## config.mk

```make
export PLATFORM = sky130hd
export DESIGN_NAME = ucie_ctl_tx_buffer
export DESIGN_NICKNAME = d
export VERILOG_FILES = /design/src/rtl/ucie_ctl_tx_buffer.sv
export SDC_FILE = /design/constraint.sdc
export NUM_CORES = 1
export LEC_CHECK = 0
export ABC_CLOCK_PERIOD_IN_PS = 3050
export BUFFER_PORTS_ARGS = -buffer_cell sky130_fd_sc_hd__buf_2
export CORE_MARGIN = 2
export CORE_UTILIZATION = 41
export CTS_BUF_LIST = sky130_fd_sc_hd__clkbuf_4 sky130_fd_sc_hd__clkbuf_8
export CTS_CLUSTER_DIAMETER = 120
export CTS_CLUSTER_SIZE = 10
export DETAILED_ROUTE_END_ITERATION = 8
export MAX_ROUTING_LAYER = met4
export PLACE_DENSITY = 0.61
export SLEW_MARGIN = 10
export SYNTH_ARGS = -nofsm -noshare
export SYNTH_HDL_FRONTEND = slang
export SYNTH_SLANG_ARGS = --single-unit
```

## constraint.sdc

```tcl
create_clock -name i_clk -period 3.05 [get_ports i_clk]
set_clock_uncertainty 0.15 [all_clocks]
set_input_delay 0.61 -clock i_clk [delete_from_list [all_inputs] [get_ports i_clk]]
set_output_delay 0.61 -clock i_clk [all_outputs]
set_load 0.02 [all_outputs]
```

## src/rtl/ucie_ctl_tx_buffer.sv

```systemverilog
// Transmit elastic buffer between FDI (protocol layer) and RDI (physical adapter).
// Show-ahead FIFO: head word is presented combinationally, one cycle after push.
module ucie_ctl_tx_buffer #(
  parameter int NBYTES = 32,
  parameter int DEPTH  = 4,
  localparam int CNT_W = $clog2(DEPTH + 1)
) (
  input  logic              i_clk,
  input  logic              i_rst,
  input  logic              i_buffer_en,
  input  logic              i_flush,
  input  logic [NBYTES-1:0] i_fdi_lp_data,
  input  logic              i_fdi_lp_valid,
  input  logic              i_fdi_lp_irdy,
  output logic              o_fdi_pl_trdy,
  output logic [NBYTES-1:0] o_rdi_lp_data,
  output logic              o_rdi_lp_valid,
  output logic              o_rdi_lp_irdy,
  input  logic              i_rdi_pl_trdy,
  output logic              o_overflow_detected,
  output logic [CNT_W-1:0]  o_count,
  output logic              o_empty
);

  localparam int PTR_W = $clog2(DEPTH);

  logic [NBYTES-1:0] mem_q [DEPTH];
  logic [PTR_W-1:0]  wr_ptr_q, wr_ptr_d;
  logic [PTR_W-1:0]  rd_ptr_q, rd_ptr_d;
  logic [CNT_W-1:0]  count_q, count_d;
  logic              ovf_q, ovf_d;
  logic              full;
  logic              push;
  logic              pop;

  // Handshake decode and next-state for pointers, occupancy and sticky overflow
  always_comb begin
    full           = (count_q == CNT_W'(DEPTH));
    o_fdi_pl_trdy  = i_buffer_en & ~i_flush & ~full;
    o_rdi_lp_valid = i_buffer_en & (count_q != '0);
    o_rdi_lp_irdy  = o_rdi_lp_valid;
    o_rdi_lp_data  = mem_q[rd_ptr_q];
    o_count        = count_q;
    o_empty        = (count_q == '0);
    o_overflow_detected = ovf_q;

    push = o_fdi_pl_trdy & i_fdi_lp_valid & i_fdi_lp_irdy;
    pop  = o_rdi_lp_valid & i_rdi_pl_trdy & ~i_flush;

    wr_ptr_d = wr_ptr_q;
    rd_ptr_d = rd_ptr_q;
    count_d  = count_q;
    ovf_d    = ovf_q | (i_buffer_en & i_fdi_lp_valid & i_fdi_lp_irdy & full & ~i_flush);

    if (i_flush) begin
      wr_ptr_d = '0;
      rd_ptr_d = '0;
      count_d  = '0;
    end else begin
      if (push) wr_ptr_d = wr_ptr_q + PTR_W'(1);
      if (pop)  rd_ptr_d = rd_ptr_q + PTR_W'(1);
      case ({push, pop})
        2'b10:   count_d = count_q + CNT_W'(1);
        2'b01:   count_d = count_q - CNT_W'(1);
        default: count_d = count_q;
      endcase
    end
  end

  // Control state registers with synchronous reset
  always_ff @(posedge i_clk) begin
    if (i_rst) begin
      wr_ptr_q <= '0;
      rd_ptr_q <= '0;
      count_q  <= '0;
      ovf_q    <= 1'b0;
    end else begin
      wr_ptr_q <= wr_ptr_d;
      rd_ptr_q <= rd_ptr_d;
      count_q  <= count_d;
      ovf_q    <= ovf_d;
    end
  end

  // Storage array; contents are intentionally not reset
  always_ff @(posedge i_clk) begin
    if (!i_rst && push) mem_q[wr_ptr_q] <= i_fdi_lp_data;
  end

endmodule

```

==> impl_metrics.json <==
{
  "outcome": "completed",
  "core_area_sq_um": 12500,
  "wl_microns": 9010,
  "grt_pass1_vias": 2610,
  "rsz0062_at_grt": "no",
  "clock-sinks": 138,
  "power_switching_mw": 0.702,
  "multi_input_area_sq_um": 1060,
  "initial_core_util": 0.414,
  "clk_pin_slew_ns": 0.07,
  "cap_viol_max_count": 0,
  "cp-endpoint": "o_rdi_lp_data[1]",
  "syn_avg_cell_area_sq_um": 22.5,
  "root_buffer": "clkbuf_8",
  "synth_top_family_by_area": "multiplexers",
  "synth_fa_ha_area_frac": 0.0160,
  "worstReg2RegStart": "o_count[2]",
  "gr-total-overflow": 0,
  "min_period_ns": 2.80,
  "vias": 2512,
  "grt_max_degree": 23,
  "cts_setup_buffers": 0,
  "final_cell_area_sq_um": 6270,
  "end_kind": "output port",
  "dieHeight_microns": 116,
  "cts_tree": "yes",
  "synth.distinct_cells": 28,
  "synth_seq_cells": 138,
  "cp.required_ns": 2.29,
  "portBuffers": 78,
  "p_int_mw": 2.99,
  "pwr-share-comb": 0.020,
  "antenna_cells": 0,
  "layout-drive-gt1-share": 0.462,
  "yosysWarnings": 0,
  "nFillCells": 1027,
  "firstDrtPassIters": 7,
  "powerDensity_nw_per_um2": 589,
  "fin_crit_sh": 0.918,
  "vias_per_cell": 4.87,
  "area_growth_pct": 21.3,
  "num_io_pins": 79,
  "netlist_area_sq_um": 5160,
  "synth-simple-area-share": 0.0310,
  "max_slew_margin": 0.626,
  "setup_viol": 0,
  "final_util": 0.503,
  "dp.final_hpwl_microns": 5710,
  "netlist_instances": 230,
  "cts_made_buffers": 17,
  "r2r_setup_slack_ns": 0.58,
  "reg2reg_depth": 8,
  "fp.dieArea_sq_um": 13500,
  "r2r_end": "o_count[2]",
  "clkPwrFrac": 0.418,
  "synthMuxAreaShare": 0.143,
  "crit_arrival_ns": 2.04,
  "slew_violations": 0,
  "drtIter0Drc": 185,
  "hold_path.class": "input port to register",
  "yosys.area_share.xor_xnor": 0.00339,
  "fmax_mhz": 357,
  "hold_buffers": 0,
  "tightest_slew_ns": 0.556,
  "h-tree-depth": 4,
  "fin_setup_tns_ns": 0,
  "p_leak_nw": 2.10,
  "p_sw_frac": 0.190,
  "grt_util_all_layers": 0.149,
  "fin_nets": 376,
  "p_total_mw": 3.69,
  "routabilityCongestion": 0.800,
  "clock_latency_ns": 0.43,
  "ctsResizeCount": 0,
  "worst_hold_slack_ns": 0.238,
  "placed_area_sq_um": 5850,
  "ir_drop_v": 0.000265,
  "grt_pass1_wl_microns": 13700,
  "die_w_microns": 116,
  "antenna_found_initial": 0,
  "clockBufferDepth": 2,
  "hold_viol_final": 0,
  "detail_route.wl_per_cell_microns": 17.5,
  "p_seq_frac": 0.561,
  "syn-num-nets": 275,
  "ys_seq_area_frac": 0.783,
  "synth_compound_area_frac": 0.0107,
  "critPathKind": "register to output port",
  "cp_max_fo": 12,
  "remaining_drc_errors": 0,
  "drtAntennaViolNets": 0,
  "start_kind": "register",
  "ff_latch_area_sq_um": 4050,
  "rows": 41
}
-- synth_stat cells --
cell type    n  area, sq um
a21oi_1      5         25.0
and2_1       4         25.0
and2b_1      1         7.51
and4b_1      1         10.0
buf_1        3         11.3
buf_2        1         5.00
buf_4        4         30.0
dfxtp_1     10          200
edfxtp_1   128         3840
fa_1         1         20.0
ha_1         5         62.6
inv_1        5         18.8
mux2i_1      2         20.0
mux4_2      32          721
nand2_1      3         11.3
nand2b_1     2         12.5
nand4b_1     1         8.76
nor2_1       6         22.5
nor3_1       2         10.0
nor3b_1      1         7.51
nor3b_2      1         12.5
o211ai_1     1         7.51
o21ai_0      3         15.0
o31ai_1      1         7.51
or2_2        1         6.26
or3_1        3         18.8
or4_1        1         7.51
xor2_1       2         17.5
-- state kept, by name, summed over array words and instances (netlist names), named ones only --
signal / cells
rd_ptr_q: 2
o_count: 3
wr_ptr_q: 2
o_overflow_detected: 1
mem_q: 128
-- power groups by stage --
stage	clock [mW]	sequential (mW)	combinational, mW
detailed placement	0	2.11	0.0766
global placement	0	2.11	0.0722
floorplan	0	2.11	0.0233
finish	1.54	2.07	0.0753
CTS	1.59	2.07	0.0768
global route	1.68	2.07	0.0839
-- cells in the final DEF, fill, tap and decap left out, types with 2 or more instances in the layout --
| master | synthesis | final |
|---|---|---|
| buf_2 | 1 | 78 |
| bufinv_16 | 0 | 4 |
| nand2_1 | 3 | 3 |
| edfxtp_1 | 128 | 128 |
| a21oi_1 | 5 | 5 |
| ha_1 | 5 | 5 |
| o21ai_0 | 3 | 3 |
| or3_1 | 3 | 3 |
| mux2i_1 | 2 | 2 |
| clkinvlp_4 | 0 | 3 |
| dfxtp_2 | 0 | 2 |
| clkinv_2 | 0 | 3 |
| nor2_1 | 6 | 6 |
| dfxtp_1 | 10 | 8 |
| inv_1 | 5 | 5 |
| and2_2 | 0 | 4 |
| xor2_1 | 2 | 2 |
| mux4_2 | 32 | 32 |
| nand2b_1 | 2 | 2 |
| nor3_1 | 2 | 2 |
| clkbuf_8 | 0 | 17 |
| clkinv_1 | 0 | 3 |
| buf_12 | 0 | 2 |
| buf_4 | 4 | 10 |
-- layout make-up --
class / instances / area share
Clock buffer: 18 / 0.0385
Multi-Input combinational cell: 79 / 0.169
Tap cell: 172 / 0.0343
Sequential cell: 138 / 0.646
Inverter: 5 / 0.00300
Clock inverter: 14 / 0.0284
Timing Repair Buffer: 90 / 0.0807
-- per-layer routing --
layer,global-route usage,vias to the layer above,share of wire
met2,0.223,76,0.49
met1,0.183,1272,0.45
met4,0.0643,0,0.014
li1,-,1154,-
met5,-,-,0
met3,0.0550,10,0.048
-- worst max-delay path, stage by stage (launching register included) --
cell	delay (ns)
dfxtp_2	0.52
buf_4	0.34
mux4_2	0.55
buf_2	0.18
-- through the flow --
stage               cells  setup WS, ns
floorplan             230         0.569
global placement      484         0.382
detailed placement    484         0.292
CTS                   516         0.168
global route          516         0.114
finish                516         0.249
-- cells by family after synthesis --
logic type                 count (synthesis)
DFF                                      138
muxes                                     34
xor gates and xnor gates                   2
adders and majority gates                  6
and+or+nand+nor                           27
AOI/OAI and AO/OA                         10
buffers and inverters                     13
-- how the worst min path moves through the flow --
stage	from	end	slack (ns)	cells past startpoint
6_report	i_fdi_lp_data[20]	mem_q[3][20]	0.24	1
5_1_grt	i_fdi_lp_data[31]	mem_q[1][31]	0.20	1
4_1_cts	i_fdi_lp_data[12]	mem_q[1][12]	0.20	1
3_5_place_dp	o_overflow_detected	o_overflow_detected	0.31	2
3_3_place_gp	o_overflow_detected	o_overflow_detected	0.31	2
2_1_floorplan	rd_ptr_q[1]	register	0.30	2
Note: power is estimated with default switching activity, not from simulation.
